### config.mk
export PLATFORM = sky130hd
export DESIGN_NAME = data_memory_arbiter_flat
export DESIGN_NICKNAME = d
export VERILOG_FILES = /design/src/rtl/data_memory_arbiter_if.sv /design/src/rtl/data_memory_arbiter.sv /design/src/flat_wrapper.sv
export SDC_FILE = /design/constraint.sdc
export NUM_CORES = 1
export LEC_CHECK = 0
export ABC_CLOCK_PERIOD_IN_PS = 5200
export CAP_MARGIN = 20
export CORE_AREA = 2 2 116 118
export DETAILED_ROUTE_END_ITERATION = 10
export DIE_AREA = 0 0 118 120
export HOLD_SLACK_MARGIN = 0.03
export MAX_ROUTING_LAYER = met4
export PLACE_DENSITY = 0.86
export SYNTH_ARGS = -nofsm -noshare
export SYNTH_HDL_FRONTEND = slang
export SYNTH_SLANG_ARGS = --single-unit
export TNS_END_PERCENT = 10
### constraint.sdc
create_clock -name clk -period 5.2 [get_ports clk]
set_input_delay 1.56 -clock clk [delete_from_list [all_inputs] [get_ports clk]]
set_output_delay 1.56 -clock clk [all_outputs]
set_load 0.02 [all_outputs]
### src/rtl/data_memory_arbiter_if.sv
// Bus bundle between the MEM-stage requester, the debug/loader port,
// the data RAM and the arbiter.
//   cpu_*    : MEM-stage request (req/we/addr/wdata in, rdata/stall out)
//   dbg_*    : debug/loader request (req/we/addr/wdata in, rdata/ack out)
//   mem_*    : DataMemory side (word addr, wdata, we, re out; rdata in)
//   addr_err : one-cycle pulse after an illegal granted access
// Modport slave is the arbiter's view; master is the surrounding system.
interface data_memory_arbiter_if;
  logic        cpu_req;
  logic        cpu_we;
  logic [31:0] cpu_addr;
  logic [31:0] cpu_wdata;
  logic [31:0] cpu_rdata;
  logic        cpu_stall;

  logic        dbg_req;
  logic        dbg_we;
  logic [31:0] dbg_addr;
  logic [31:0] dbg_wdata;
  logic [31:0] dbg_rdata;
  logic        dbg_ack;

  logic [31:0] mem_addr;
  logic [31:0] mem_wdata;
  logic        mem_we;
  logic        mem_re;
  logic [31:0] mem_rdata;

  logic        addr_err;

  modport slave (
    input  cpu_req, cpu_we, cpu_addr, cpu_wdata,
    output cpu_rdata, cpu_stall,
    input  dbg_req, dbg_we, dbg_addr, dbg_wdata,
    output dbg_rdata, dbg_ack,
    output mem_addr, mem_wdata, mem_we, mem_re,
    input  mem_rdata,
    output addr_err
  );

  modport master (
    output cpu_req, cpu_we, cpu_addr, cpu_wdata,
    input  cpu_rdata, cpu_stall,
    output dbg_req, dbg_we, dbg_addr, dbg_wdata,
    input  dbg_rdata, dbg_ack,
    input  mem_addr, mem_wdata, mem_we, mem_re,
    output mem_rdata,
    input  addr_err
  );
endinterface

### src/rtl/data_memory_arbiter.sv
// Arbitrates the single-port data RAM between the pipeline MEM stage
// (zero-latency, stalled when it loses) and a debug/loader port (ack one
// cycle after its grant). Byte addresses are rebased to RAM word indices;
// misaligned or out-of-range accesses are suppressed and flagged.
// Ports: clk, reset (synchronous, active-high), bus (slave modport of
// data_memory_arbiter_if carrying the cpu_*, dbg_*, mem_* and addr_err signals).
module data_memory_arbiter #(
  parameter int unsigned MEMORY_DEPTH = 64,
  parameter logic [31:0] DATA_BASE    = 32'h1001_0000,
  parameter int unsigned MAX_WAIT     = 4
) (
  input  logic                 clk,
  input  logic                 reset,
  data_memory_arbiter_if.slave bus
);

  localparam int unsigned      CNT_W       = 4;
  localparam logic [CNT_W-1:0] WAIT_LIMIT  = CNT_W'(MAX_WAIT);
  localparam logic [31:0]      RANGE_BYTES = 32'(MEMORY_DEPTH * 4);

  logic [CNT_W-1:0] wait_cnt;
  logic [CNT_W-1:0] wait_cnt_nxt;
  logic             dbg_ack_q;
  logic [31:0]      dbg_rdata_q;
  logic             addr_err_q;

  logic             dbg_eligible;
  logic             dbg_grant;
  logic             cpu_grant;
  logic             any_grant;
  logic             sel_we;
  logic [31:0]      sel_addr;
  logic [31:0]      off;
  logic             legal;
  logic [31:0]      rd_data;

  // Per-cycle grant, address translation and next-state for the wait counter.
  always_comb begin
    dbg_eligible  = 1'b0;
    dbg_grant     = 1'b0;
    cpu_grant     = 1'b0;
    any_grant     = 1'b0;
    sel_we        = 1'b0;
    sel_addr      = '0;
    off           = '0;
    legal         = 1'b0;
    rd_data       = '0;
    wait_cnt_nxt  = wait_cnt;
    bus.mem_addr  = '0;
    bus.mem_wdata = '0;
    bus.mem_we    = 1'b0;
    bus.mem_re    = 1'b0;
    bus.cpu_rdata = '0;
    bus.cpu_stall = 1'b0;

    // A request still high during its own ack cycle is the old one.
    dbg_eligible = bus.dbg_req & ~dbg_ack_q;
    // Reset suppresses every grant so nothing reaches the RAM.
    dbg_grant = ~reset & dbg_eligible & (~bus.cpu_req | (wait_cnt == WAIT_LIMIT));
    cpu_grant = ~reset & bus.cpu_req & ~dbg_grant;
    any_grant = dbg_grant | cpu_grant;

    sel_addr = dbg_grant ? bus.dbg_addr : bus.cpu_addr;
    sel_we   = dbg_grant ? bus.dbg_we   : bus.cpu_we;
    // Wrapping subtraction makes addresses below the base huge, hence out of range.
    off      = sel_addr - DATA_BASE;
    legal    = (off < RANGE_BYTES) && (sel_addr[1:0] == 2'b00);

    if (any_grant && legal) begin
      bus.mem_addr  = off >> 2;
      bus.mem_wdata = dbg_grant ? bus.dbg_wdata : bus.cpu_wdata;
      bus.mem_we    = sel_we;
      bus.mem_re    = ~sel_we;
      if (!sel_we) begin
        rd_data = bus.mem_rdata;
      end
    end

    if (cpu_grant) begin
      bus.cpu_rdata = rd_data;
    end
    bus.cpu_stall = ~reset & bus.cpu_req & ~cpu_grant;

    // Starvation counter: counts only cycles a live debug request loses.
    if (!dbg_eligible || dbg_grant) begin
      wait_cnt_nxt = '0;
    end else if (wait_cnt != WAIT_LIMIT) begin
      wait_cnt_nxt = wait_cnt + CNT_W'(1);
    end
  end

  // Registered state: wait counter, debug completion and error pulse.
  always_ff @(posedge clk) begin
    if (reset) begin
      wait_cnt    <= '0;
      dbg_ack_q   <= 1'b0;
      dbg_rdata_q <= '0;
      addr_err_q  <= 1'b0;
    end else begin
      wait_cnt   <= wait_cnt_nxt;
      dbg_ack_q  <= dbg_grant;
      addr_err_q <= any_grant & ~legal;
      if (dbg_grant) begin
        dbg_rdata_q <= rd_data;
      end
    end
  end

  assign bus.dbg_ack   = dbg_ack_q;
  assign bus.dbg_rdata = dbg_rdata_q;
  assign bus.addr_err  = addr_err_q;

endmodule

### src/flat_wrapper.sv
// flat-port wrapper written by rule: the top's interface ports become plain ports
module data_memory_arbiter_flat 
#(
  parameter int unsigned MEMORY_DEPTH = 64,
  parameter logic [31:0] DATA_BASE    = 32'h1001_0000,
  parameter int unsigned MAX_WAIT     = 4
)
  (clk, reset, bus_cpu_req, bus_cpu_we, bus_cpu_addr, bus_cpu_wdata, bus_cpu_rdata, bus_cpu_stall, bus_dbg_req, bus_dbg_we, bus_dbg_addr, bus_dbg_wdata, bus_dbg_rdata, bus_dbg_ack, bus_mem_addr, bus_mem_wdata, bus_mem_we, bus_mem_re, bus_mem_rdata, bus_addr_err);
  data_memory_arbiter_if bus_i ();
  input  logic clk;
  input  logic reset;
  input wire logic [$bits(bus_i.cpu_req)-1:0] bus_cpu_req;
  input wire logic [$bits(bus_i.cpu_we)-1:0] bus_cpu_we;
  input wire logic [$bits(bus_i.cpu_addr)-1:0] bus_cpu_addr;
  input wire logic [$bits(bus_i.cpu_wdata)-1:0] bus_cpu_wdata;
  output wire logic [$bits(bus_i.cpu_rdata)-1:0] bus_cpu_rdata;
  output wire logic [$bits(bus_i.cpu_stall)-1:0] bus_cpu_stall;
  input wire logic [$bits(bus_i.dbg_req)-1:0] bus_dbg_req;
  input wire logic [$bits(bus_i.dbg_we)-1:0] bus_dbg_we;
  input wire logic [$bits(bus_i.dbg_addr)-1:0] bus_dbg_addr;
  input wire logic [$bits(bus_i.dbg_wdata)-1:0] bus_dbg_wdata;
  output wire logic [$bits(bus_i.dbg_rdata)-1:0] bus_dbg_rdata;
  output wire logic [$bits(bus_i.dbg_ack)-1:0] bus_dbg_ack;
  output wire logic [$bits(bus_i.mem_addr)-1:0] bus_mem_addr;
  output wire logic [$bits(bus_i.mem_wdata)-1:0] bus_mem_wdata;
  output wire logic [$bits(bus_i.mem_we)-1:0] bus_mem_we;
  output wire logic [$bits(bus_i.mem_re)-1:0] bus_mem_re;
  input wire logic [$bits(bus_i.mem_rdata)-1:0] bus_mem_rdata;
  output wire logic [$bits(bus_i.addr_err)-1:0] bus_addr_err;
  assign bus_i.cpu_req = bus_cpu_req;
  assign bus_i.cpu_we = bus_cpu_we;
  assign bus_i.cpu_addr = bus_cpu_addr;
  assign bus_i.cpu_wdata = bus_cpu_wdata;
  assign bus_cpu_rdata = bus_i.cpu_rdata;
  assign bus_cpu_stall = bus_i.cpu_stall;
  assign bus_i.dbg_req = bus_dbg_req;
  assign bus_i.dbg_we = bus_dbg_we;
  assign bus_i.dbg_addr = bus_dbg_addr;
  assign bus_i.dbg_wdata = bus_dbg_wdata;
  assign bus_dbg_rdata = bus_i.dbg_rdata;
  assign bus_dbg_ack = bus_i.dbg_ack;
  assign bus_mem_addr = bus_i.mem_addr;
  assign bus_mem_wdata = bus_i.mem_wdata;
  assign bus_mem_we = bus_i.mem_we;
  assign bus_mem_re = bus_i.mem_re;
  assign bus_i.mem_rdata = bus_mem_rdata;
  assign bus_addr_err = bus_i.addr_err;
  data_memory_arbiter #(.MEMORY_DEPTH(MEMORY_DEPTH), .DATA_BASE(DATA_BASE), .MAX_WAIT(MAX_WAIT)) u_core (.clk(clk), .reset(reset), .bus(bus_i));
endmodule
==> results.sh <==
export IMPL_place_gp_congestion=0.888
export IMPL_place_area_sq_um=7600
export IMPL_power_density_nw_per_um2=112
export IMPL_cap_violations=0
export IMPL_avgSynthCellArea_sq_um=7.33
export IMPL_final_max_slew_violation_count=0
export IMPL_viasPerCell=4.99
export IMPL_ys_seq_area_share_pct=21.3
export IMPL_synth_top_family_by_area="simple AND/OR/NAND/NOR gates"
export IMPL_grt_pass1_vias=4985
export IMPL_num_vias=4938
export IMPL_synth_xor_area_share_pct=0.736
export IMPL_grt_usage_pct=23.8
export IMPL_htree_num_levels=2
export IMPL_cts_path_max_buffers=2
export IMPL_ys_seq_elements=38
export IMPL_path_max_fanout=4
export IMPL_p_leak_nw=3.28
export IMPL_num_antenna_cells=0
export IMPL_std_cell_rows=42
export IMPL_hold_depth=2
export IMPL_start_util_pct=27.5
export IMPL_io_buffers=281
export IMPL_min_from="u_core.bus.dbg_rdata[11]$_SDFFE_PP0N_"
export IMPL_r2r_start="u_core.wait_cnt[0]$_SDFFE_PP0N_"
export IMPL_nets=982
export IMPL_rsz0062_at_grt="true"
export IMPL_arrival_ns=3.85
export IMPL_synth_cells=487
export IMPL_cp_start_kind="input port"
export IMPL_yosys_area_share_simple_pct=45.7
export IMPL_drtAntennaViolNets=0
export IMPL_status="finished with violations"
export IMPL_grt_max_degree=48
export IMPL_final_common_cell="clkdlybuf4s50_1"
export IMPL_rrSetupSlack_ns=2.38
export IMPL_setup_worst_path_end_class="output pin"
export IMPL_r2r_cells=16
export IMPL_clock_sinks=38
export IMPL_design_die_area_sq_um=14200
export IMPL_die_x_um=118
export IMPL_worst_clock_skew_ns=0.00446
export IMPL_die_h_um=120
export IMPL_layout_common_cells="clkdlybuf4s50_1 (190), nand2_1 (108), buf_6 (86)"
export IMPL_min_to="u_core.bus.dbg_rdata[11]$_SDFFE_PP0N_"
export IMPL_overflow=0
export IMPL_placed_cells=957
export IMPL_drive_gt1_share_pct=34.3
export IMPL_r2r_end="u_core.bus.dbg_rdata[8]$_SDFFE_PP0N_"
export IMPL_coreArea_sq_um=13000
export IMPL_cts_hold_buf=0
export IMPL_clock_latency_ns=0.28
export IMPL_tritoncts="built"
export IMPL_clock_fmax_ghz=0.185
export IMPL_setup_viol=81
export IMPL_synthMuxAreaShare_pct=0.841
export IMPL_required_ns=3.64
export IMPL_dr_pass1_iters=4
export IMPL_finalCritPeriodShare_pct=104
export IMPL_peakVddDrop_v=0.0000945
export IMPL_netlist_area_sq_um=3570
export IMPL_synth_cell_types=42
export IMPL_ys_warn_count=0
export IMPL_num_io_pins=299
export IMPL_hold_violations=0
export IMPL_cts_root_buf="clkbuf_16"
export IMPL_setup_tns_ns=-10.43
export IMPL_violations="setup timing"
export IMPL_grt_pass1_wl_um=26300
export IMPL_antenna_found_initial=0
export IMPL_stdcell_count=989
export IMPL_fin_ws_ns=-0.210
export IMPL_synthAdderAreaFrac_pct=1.05
export IMPL_drcViolationCount=0
export IMPL_path_class="in2out"
export IMPL_numCtsBuffers=5
export IMPL_wl_um=17500
export IMPL_dp_hpwl_um=12700
export IMPL_drt_first_iter_violations=269
export IMPL_hold_path_class="reg2reg"
export IMPL_syn_to_final_growth_pct=133
export IMPL_power_mw=0.930
export IMPL_period_needed_ns=5.41
export IMPL_synth_compound_area_share_pct=19.4
export IMPL_cts_clk_slew_worst_paths_ns=0.05
export IMPL_wl_per_cell_um=17.7
export IMPL_stdcell_area_sq_um=8310
stage by stage:
| stage | hold slack, ns | worst slack [ns] | util [%] |
|---|---|---|---|
| after floorplan | 0.430 | 0.00868 | - |
| after global placement | 0.431 | -0.941 | 58.5 |
| after detailed placement | 0.436 | -1.04 | 58.5 |
| after CTS | 0.446 | -0.401 | 62.3 |
| after global routing | 0.463 | -0.287 | 64.0 |
| final | 0.442 | -0.210 | 64.0 |
timing repair:
item,4_1_cts,5_1_grt
setup endpoints to repair,82,81
gates resized for setup,506,29
setup buffers,7,16
cloned,4,2
pin swaps,18,14
layout make-up:
type                    count  area, sq um
fillers                  1023         4670
repair buffers            368         3950
multi-input cells         395         3230
flip-flops and latches     38          761
well taps                 176          220
clock buffers               7          133
inverters                   5         18.8
Yosys cell counts (all sizes together):
master   count  share of area [%]
nand4b       2               0.49
and2         8                1.4
clkbuf      27                2.8
nor2        10                1.1
nor3        49                 13
nand3b      34                7.2
xor2         2               0.49
nor4b        1               0.25
o21a         1               0.21
mux2i        3               0.84
nand3       42                5.9
nand2b       5               0.88
a21oi        3               0.63
dfxtp       38                 21
a31oi        8                1.4
a211oi      40                 11
or3          1               0.18
nand2      110                 12
xnor2        1               0.25
o21ai       36                5.0
a21bo        1               0.28
nand4        1               0.18
a32oi        1               0.46
nor3b        1               0.35
nor2b        1               0.18
nor4bb       2               0.56
nor4        10                2.7
o22ai        1               0.18
buf         38                7.5
ha           3                1.1
a2bb2oi      1               0.25
conb         1               0.11
inv          5               0.53
state kept, by name, indices dropped and copies added (netlist names):
| name | cells |
|---|---|
| u_core.bus.dbg_rdata | 32 |
| u_core.wait_cnt | 4 |
| u_core.bus.addr_err | 1 |
| u_core.bus.dbg_ack | 1 |
kinds of logic after synthesis:
kind of cell,after synthesis
other cells,1
simple gates,277
buf+inv,70
mux,3
xor+xnor,3
fa+ha+maj,3
compound gates,92
flops,38
metal layers:
layer | track usage (%) | share of wire [%] | up-vias
met5 | - | 0 | -
met4 | 7.45 | 2.3 | 0
met3 | 3.42 | 6.0 | 31
met2 | 43.1 | 53 | 241
met1 | 27.1 | 38 | 2353
li1 | - | - | 2313
power breakdown:
| group | switching [mW] | internal, mW |
|---|---|---|
| Combinational | 0.154 | 0.190 |
| Clock | 0.117 | 0.175 |
| Sequential | 0.00106 | 0.293 |
worst max-delay path: stages:
cell      delay, ns
buf_8          0.10
nor3b_4        0.20
a21bo_4        0.28
mux2i_1        0.13
ha_2           0.20
nor4bb_4       0.15
a211oi_2       0.27
a32oi_4        0.09
buf_6          0.15
buf_12         0.12
buf_12         0.12
buf_6          0.12
a211oi_4       0.20
buf_6          0.14
how the worst max path moves through the flow:
stage	startpoint	end	slack, ns	depth (start not counted)
2_1_floorplan	reset	bus_mem_wdata[21]	0.009	13
3_3_place_gp	reset	bus_mem_wdata[18]	-0.94	14
3_5_place_dp	reset	bus_mem_wdata[14]	-1.04	14
4_1_cts	reset	bus_cpu_rdata[30]	-0.40	17
5_1_grt	reset	bus_mem_wdata[16]	-0.29	14
6_report	reset	bus_mem_wdata[12]	-0.21	14
Note: power is estimated with default switching activity, not from simulation.
